$ cat config.mk
export PLATFORM = sky130hd
export DESIGN_NAME = adder_share_arbiter_flat
export DESIGN_NICKNAME = d
export VERILOG_FILES = /design/src/rtl/adder_share_arbiter_pkg.sv /design/src/rtl/adder_share_arbiter_if.sv /design/src/rtl/adder_share_arbiter_core.sv /design/src/rtl/adder_share_arbiter.sv /design/src/flat_wrapper.sv
export SDC_FILE = /design/constraint.sdc
export NUM_CORES = 1
export LEC_CHECK = 0
export CAP_MARGIN = 20
export CORE_MARGIN = 2
export CORE_UTILIZATION = 44
export CTS_CLUSTER_SIZE = 25
export DETAILED_ROUTE_END_ITERATION = 8
export PLACE_DENSITY = 0.85
export SETUP_SLACK_MARGIN = 0.2
export SLEW_MARGIN = 20
export SYNTH_ARGS = -nofsm -noshare
export SYNTH_HDL_FRONTEND = slang
export SYNTH_SLANG_ARGS = --single-unit
$ cat constraint.sdc
create_clock -name clk -period 6.3 [get_ports clk]
set_input_delay 1.26 -clock clk [delete_from_list [all_inputs] [get_ports clk]]
set_output_delay 1.26 -clock clk [all_outputs]
set_load 0.005 [all_outputs]
$ cat src/rtl/adder_share_arbiter_pkg.sv
// Shared constants and types for the two-port shared-adder arbiter.
//   state_e    : arbiter state (ST_IDLE / ST_LOCKED)
//   DEF_WIDTH  : default operand/sum width per beat
//   PORT0/1    : requester index constants
package adder_share_arbiter_pkg;

  localparam int unsigned DEF_WIDTH = 4;

  localparam logic PORT0 = 1'b0;
  localparam logic PORT1 = 1'b1;

  typedef enum logic {
    ST_IDLE   = 1'b0,
    ST_LOCKED = 1'b1
  } state_e;

endpackage

$ cat src/rtl/adder_share_arbiter_if.sv
// Request/response bundle between the two requesters and the shared adder.
//   req_valid/req_ready  : per-requester handshake (2 bits each)
//   req_a/req_b          : packed operands, requester i at [i*WIDTH +: WIDTH]
//   req_cin/req_last     : per-requester carry-in (first beat) and end-of-burst
//   rsp_*                : one-entry response with valid/ready handshake
// slave modport is the arbiter side, master modport the requester/consumer side.
interface adder_share_arbiter_if
  import adder_share_arbiter_pkg::*;
#(
  parameter int unsigned WIDTH = DEF_WIDTH
);

  logic [1:0]         req_valid;
  logic [1:0]         req_ready;
  logic [2*WIDTH-1:0] req_a;
  logic [2*WIDTH-1:0] req_b;
  logic [1:0]         req_cin;
  logic [1:0]         req_last;
  logic               rsp_valid;
  logic               rsp_ready;
  logic [WIDTH-1:0]   rsp_sum;
  logic               rsp_cout;
  logic               rsp_id;
  logic               rsp_last;

  modport slave (
    input  req_valid, req_a, req_b, req_cin, req_last, rsp_ready,
    output req_ready, rsp_valid, rsp_sum, rsp_cout, rsp_id, rsp_last
  );

  modport master (
    output req_valid, req_a, req_b, req_cin, req_last, rsp_ready,
    input  req_ready, rsp_valid, rsp_sum, rsp_cout, rsp_id, rsp_last
  );

endinterface

$ cat src/rtl/adder_share_arbiter_core.sv
// Combinational WIDTH-bit adder: {cout_o, sum_o} = a_i + b_i + cin_i.
//   a_i, b_i : operands
//   cin_i    : carry-in
//   sum_o    : WIDTH-bit wrapped sum
//   cout_o   : carry-out
module adder_share_arbiter_core
  import adder_share_arbiter_pkg::*;
#(
  parameter int unsigned WIDTH = DEF_WIDTH
) (
  input  logic [WIDTH-1:0] a_i,
  input  logic [WIDTH-1:0] b_i,
  input  logic             cin_i,
  output logic [WIDTH-1:0] sum_o,
  output logic             cout_o
);

  assign {cout_o, sum_o} = (WIDTH+1)'(a_i) + (WIDTH+1)'(b_i) + (WIDTH+1)'(cin_i);

endmodule

$ cat src/rtl/adder_share_arbiter.sv
// Round-robin arbiter sharing one adder between two requesters, with burst
// locking, carry chaining between beats and a one-entry response register.
//   clk, reset : clock and synchronous active-high reset
//   bus        : slave side of adder_share_arbiter_if (request + response)
// LOCK_EN=1 holds the grant from the first beat to the req_last beat;
// LOCK_EN=0 re-arbitrates every beat.
module adder_share_arbiter
  import adder_share_arbiter_pkg::*;
#(
  parameter int unsigned WIDTH   = DEF_WIDTH,
  parameter bit          LOCK_EN = 1'b1
) (
  input  logic                  clk,
  input  logic                  reset,
  adder_share_arbiter_if.slave  bus
);

  state_e           state_q;
  logic             owner_q;
  logic             prio_q;
  logic             carry_q;
  logic             chain_vld_q;
  logic             chain_id_q;
  logic             rsp_valid_q;
  logic [WIDTH-1:0] rsp_sum_q;
  logic             rsp_cout_q;
  logic             rsp_id_q;
  logic             rsp_last_q;

  logic             out_free_c;
  logic             gnt_vld_c;
  logic             gnt_id_c;
  logic             xfer_c;
  logic [1:0]       req_ready_c;
  logic [WIDTH-1:0] a_c;
  logic [WIDTH-1:0] b_c;
  logic             cin_c;
  logic             last_c;
  logic [WIDTH-1:0] rsp_sum_d;
  logic             rsp_cout_d;

  // Response slot can take a new beat when empty or being drained this cycle.
  assign out_free_c = !rsp_valid_q || bus.rsp_ready;

  // Grant selection: owner only while locked, otherwise prio first.
  always_comb begin
    gnt_vld_c = 1'b0;
    gnt_id_c  = PORT0;
    if (state_q == ST_LOCKED) begin
      gnt_vld_c = bus.req_valid[owner_q];
      gnt_id_c  = owner_q;
    end else if (bus.req_valid[prio_q]) begin
      gnt_vld_c = 1'b1;
      gnt_id_c  = prio_q;
    end else if (bus.req_valid[~prio_q]) begin
      gnt_vld_c = 1'b1;
      gnt_id_c  = ~prio_q;
    end
  end

  assign xfer_c      = gnt_vld_c && out_free_c;
  assign req_ready_c = xfer_c ? 2'(2'b01 << gnt_id_c) : 2'b00;

  // Operand mux for the granted requester.
  always_comb begin
    a_c    = (gnt_id_c == PORT1) ? bus.req_a[WIDTH +: WIDTH] : bus.req_a[0 +: WIDTH];
    b_c    = (gnt_id_c == PORT1) ? bus.req_b[WIDTH +: WIDTH] : bus.req_b[0 +: WIDTH];
    last_c = bus.req_last[gnt_id_c];
    // Chain the stored carry only when the immediately preceding transfer was
    // a non-final beat from this same requester.
    cin_c  = (chain_vld_q && (chain_id_q == gnt_id_c)) ? carry_q : bus.req_cin[gnt_id_c];
  end

  adder_share_arbiter_core #(.WIDTH(WIDTH)) u_core (
    .a_i    (a_c),
    .b_i    (b_c),
    .cin_i  (cin_c),
    .sum_o  (rsp_sum_d),
    .cout_o (rsp_cout_d)
  );

  // Arbiter FSM, round-robin priority, carry chain and response register.
  always_ff @(posedge clk) begin
    if (reset) begin
      state_q     <= ST_IDLE;
      owner_q     <= PORT0;
      prio_q      <= PORT0;
      carry_q     <= 1'b0;
      chain_vld_q <= 1'b0;
      chain_id_q  <= PORT0;
      rsp_valid_q <= 1'b0;
      rsp_sum_q   <= '0;
      rsp_cout_q  <= 1'b0;
      rsp_id_q    <= PORT0;
      rsp_last_q  <= 1'b0;
    end else if (xfer_c) begin
      rsp_valid_q <= 1'b1;
      rsp_sum_q   <= rsp_sum_d;
      rsp_cout_q  <= rsp_cout_d;
      rsp_id_q    <= gnt_id_c;
      rsp_last_q  <= last_c;
      carry_q     <= last_c ? 1'b0 : rsp_cout_d;
      chain_vld_q <= !last_c;
      chain_id_q  <= gnt_id_c;
      if (last_c) begin
        state_q <= ST_IDLE;
        prio_q  <= ~gnt_id_c;
      end else if (LOCK_EN) begin
        state_q <= ST_LOCKED;
        owner_q <= gnt_id_c;
      end else begin
        prio_q  <= ~gnt_id_c;
      end
    end else if (bus.rsp_ready) begin
      rsp_valid_q <= 1'b0;
    end
  end

  assign bus.req_ready = req_ready_c;
  assign bus.rsp_valid = rsp_valid_q;
  assign bus.rsp_sum   = rsp_sum_q;
  assign bus.rsp_cout  = rsp_cout_q;
  assign bus.rsp_id    = rsp_id_q;
  assign bus.rsp_last  = rsp_last_q;

endmodule

$ cat src/flat_wrapper.sv
// flat-port wrapper written by rule: the top's interface ports become plain ports
module adder_share_arbiter_flat import adder_share_arbiter_pkg::*;
#(
  parameter int unsigned WIDTH   = DEF_WIDTH,
  parameter bit          LOCK_EN = 1'b1
)
  (clk, reset, bus_req_valid, bus_req_a, bus_req_b, bus_req_cin, bus_req_last, bus_rsp_ready, bus_req_ready, bus_rsp_valid, bus_rsp_sum, bus_rsp_cout, bus_rsp_id, bus_rsp_last);
  adder_share_arbiter_if #(.WIDTH(WIDTH)) bus_i ();
  input  logic clk;
  input  logic reset;
  input wire logic [$bits(bus_i.req_valid)-1:0] bus_req_valid;
  input wire logic [$bits(bus_i.req_a)-1:0] bus_req_a;
  input wire logic [$bits(bus_i.req_b)-1:0] bus_req_b;
  input wire logic [$bits(bus_i.req_cin)-1:0] bus_req_cin;
  input wire logic [$bits(bus_i.req_last)-1:0] bus_req_last;
  input wire logic [$bits(bus_i.rsp_ready)-1:0] bus_rsp_ready;
  output wire logic [$bits(bus_i.req_ready)-1:0] bus_req_ready;
  output wire logic [$bits(bus_i.rsp_valid)-1:0] bus_rsp_valid;
  output wire logic [$bits(bus_i.rsp_sum)-1:0] bus_rsp_sum;
  output wire logic [$bits(bus_i.rsp_cout)-1:0] bus_rsp_cout;
  output wire logic [$bits(bus_i.rsp_id)-1:0] bus_rsp_id;
  output wire logic [$bits(bus_i.rsp_last)-1:0] bus_rsp_last;
  assign bus_i.req_valid = bus_req_valid;
  assign bus_i.req_a = bus_req_a;
  assign bus_i.req_b = bus_req_b;
  assign bus_i.req_cin = bus_req_cin;
  assign bus_i.req_last = bus_req_last;
  assign bus_i.rsp_ready = bus_rsp_ready;
  assign bus_req_ready = bus_i.req_ready;
  assign bus_rsp_valid = bus_i.rsp_valid;
  assign bus_rsp_sum = bus_i.rsp_sum;
  assign bus_rsp_cout = bus_i.rsp_cout;
  assign bus_rsp_id = bus_i.rsp_id;
  assign bus_rsp_last = bus_i.rsp_last;
  adder_share_arbiter #(.WIDTH(WIDTH), .LOCK_EN(LOCK_EN)) u_core (.clk(clk), .reset(reset), .bus(bus_i));
endmodule
==> results.json <==
{
  "place_ws_ns": 2.062,
  "grt_pass1_vias": 738,
  "clk_path_buf_depth": 2,
  "postSynthCellCount": 96,
  "ys_seq_area_share_pct": 29.58,
  "place_congestion": 0.8148,
  "clock_skew_ns": 0.004702,
  "yosys_most_used_dff": "dfxtp_1",
  "setup_viol": 0,
  "syn_avg_cell_area_sq_um": 8.459,
  "finalSetupTns_ns": 0,
  "portBuffers": 34,
  "die_h_microns": 46.96,
  "async_flop_share_pct": 0,
  "die_w_microns": 46.96,
  "crit_path_frequent_cell": "clkdlybuf4s50_1",
  "hpwl_microns": 1594,
  "ys_ff_latch": 12,
  "cts-root-buf": "clkbuf_4",
  "crit_chain": "clkdlybuf4s50_1 -> mux2i_1 -> a21o_2 -> nor3_1 -> clkdlybuf4s50_1",
  "cts_resized": 0,
  "via_per_inst": 4.949,
  "cts_max_level": 1,
  "cpLargestDelayFamily": "buffers and inverters",
  "cpMaxStageDelayCell": "clkdlybuf4s50_1",
  "drc_errors": 0,
  "pin_count": 35,
  "drive_gt1_share_pct": 10.61,
  "clk_pin_slew_worst_paths_ns": 0.08,
  "critPathMaxFanout": 5,
  "endpoint_kind": "output port",
  "maxCapViolations": 0,
  "leakagePower_nw": 0.4875,
  "grt_pass1_wl_microns": 3153,
  "antenna_found_initial": 0,
  "crit_type": "primary input to output port",
  "yosysUniqueCellTypes": 32,
  "worst_pin_slew_ns": 0.7680,
  "startpoint_type": "primary input",
  "vias": 777,
  "fin_crit_sh_pct": 67.55,
  "worstSkewPairLatency_ns": 0.28,
  "area_growth_pct": 48.69,
  "drt_iter0_markers": 6,
  "grt.overflow.total": 0,
  "hold_viol": 0,
  "worst_ep_arrival_time_ns": 3.00,
  "cts.sinks": 12,
  "min_path_type": "flop to flop",
  "max_freq_ghz": 0.2350,
  "grt_max_degree": 18,
  "ir_worst_vdd_v": 0.0001609,
  "synth_area_sq_um": 812.0,
  "first_pass_iters": 3,
  "core_sq_mm": 0.001727,
  "cts_setup_buffers": 0,
  "status": "completed",
  "drt_wl_total_microns": 1985,
  "period_minus_slack_ns": 4.256,
  "critical_path_required_ns": 5.04,
  "syn_nets": 126,
  "yosysWarnings": 0,
  "maxSlewViolCount": 0,
  "critPathMaxStageDelay_ns": 0.56,
  "rows": 15,
  "rsz0062_at_grt": "false",
  "die_area_sq_mm": 0.002205,
  "timing.slew.headroom_pct": 48.63,
  "cp_num_buf_inv": 2,
  "insertedDiodeCount": 0,
  "track_usage_pct": 20.35,
  "synth-edff-count": 0,
  "powerDensity_mw_per_mm2": 217.5,
  "ant_nets": 0,
  "fin_ws_ns": 2.044,
  "nets": 163,
  "wl_per_cell_microns": 12.64,
  "cts_hold_buffers": 0,
  "start_util_pct": 47.03,
  "cts_tree": "built",
  "cts_inserted_buffers": 3
}
## registers in the layout (all words and copies together) (netlist names)
name / cells
u_core.bus.rsp_sum: 4
u_core.bus.rsp_cout: 1
u_core.bus.rsp_id: 1
u_core.bus.rsp_last: 1
u_core.bus.rsp_valid: 1
u_core.carry_q: 1
u_core.chain_vld_q: 1
u_core.owner_q: 1
u_core.prio_q: 1
## cells by family (layout without fill, tap and decap cells)
| logic type | count (synthesis) | after routing | synth area share (%) |
|---|---|---|---|
| simple gates | 39 | 39 | 21.26 |
| mux | 8 | 8 | 10.02 |
| buf+inv | 8 | 44 | 4.776 |
| flops | 12 | 12 | 29.58 |
| fa+ha+maj | 5 | 5 | 9.554 |
| xor+xnor | 3 | 3 | 3.236 |
| compound gates | 21 | 21 | 21.57 |
## through the flow
stage / power (mW) / instance area [sq um] / hold WS [ns] / cells / util (%)
finish: 0.2626 / 1207 / 0.4863 / 157 / 69.93
global route: 0.2780 / 1207 / 0.5110 / 157 / 69.93
CTS: 0.2656 / 1207 / 0.4874 / 157 / 69.93
detailed placement: 0.2023 / 1171 / 0.4745 / 153 / 67.83
global placement: 0.1975 / 1171 / 0.4659 / 153 / 67.83
floorplan: 0.1567 / 812.0 / 0.4527 / 96 / -
## tightest hold or removal path: cells and delay by family, from the launching register on
| family | cells | cell delay (ns) |
|---|---|---|
| compound gates | 1 | 0.07 |
| buf+inv | 1 | 0.05 |
| flops | 1 | 0.32 |
## cell type report
type,instances,area [sq um]
Clock buffer,4,36.28
Timing Repair Buffer,35,347.8
Multi-Input combinational cell,76,533.0
Sequential cell,12,240.2
Fill cell,150,519.2
Inverter,5,18.77
Tap cell,25,31.28
## cell usage in the layout (no fill, tap or decap), types with 3 or more instances in the layout
master / instances
clkbuf_4: 3
nand2b_1: 3
ha_1: 3
a21oi_1: 5
nor2_1: 11
inv_1: 5
clkdlybuf4s50_1: 34
dfxtp_1: 12
o21ai_0: 4
nand2_1: 17
mux2i_1: 7
## metal layers
| metal | global-route usage, % | up-vias | share of wire [%] |
|---|---|---|---|
| li1 | - | 405 | - |
| met1 | 26.48 | 358 | 45 |
| met5 | 0 | - | 0 |
| met2 | 33.42 | 14 | 52 |
| met3 | 6.923 | 0 | 3.1 |
| met4 | 3.333 | 0 | 0 |
## Yosys cell counts (2+ instances only)
master    instances  area (sq um)
ha_1              3         37.54
xnor2_1           2         17.52
a21oi_1           5         25.02
nand2b_1          3         18.77
nor2b_1           2         12.51
a211oi_2          2         25.02
fa_1              2         40.04
dfxtp_1          12         240.2
nor2_1           11         41.29
mux2i_1           7         70.07
inv_1             5         18.77
nor3_1            2         10.01
o21ai_0           4         20.02
a31o_2            2         17.52
nand2_1          17         63.81
## power breakdown
part	internal, mW	switching [mW]	total [mW]	leakage, nW
combinational	0.0609	0.0461	0.107	0.367
clock	0.0352	0.0275	0.0627	0.0210
sequential	0.0861	0.00687	0.0930	0.0991
## final timing paths
path / start / end / slack [ns] / depth (start not counted)
setup / recovery: bus_req_valid[1] / bus_req_ready[0] / 2.04 / 5
hold / removal: u_core.carry_q$_SDFFE_PP0P_ / u_core.carry_q$_SDFFE_PP0P_ / 0.49 / 2
setup reg to reg: u_core.chain_vld_q$_SDFFE_PP0P_ / u_core.carry_q$_SDFFE_PP0P_ / 3.43 / 11
hold reg to reg: u_core.carry_q$_SDFFE_PP0P_ / u_core.carry_q$_SDFFE_PP0P_ / 0.49 / 2
Note: power is estimated with default switching activity, not from simulation.
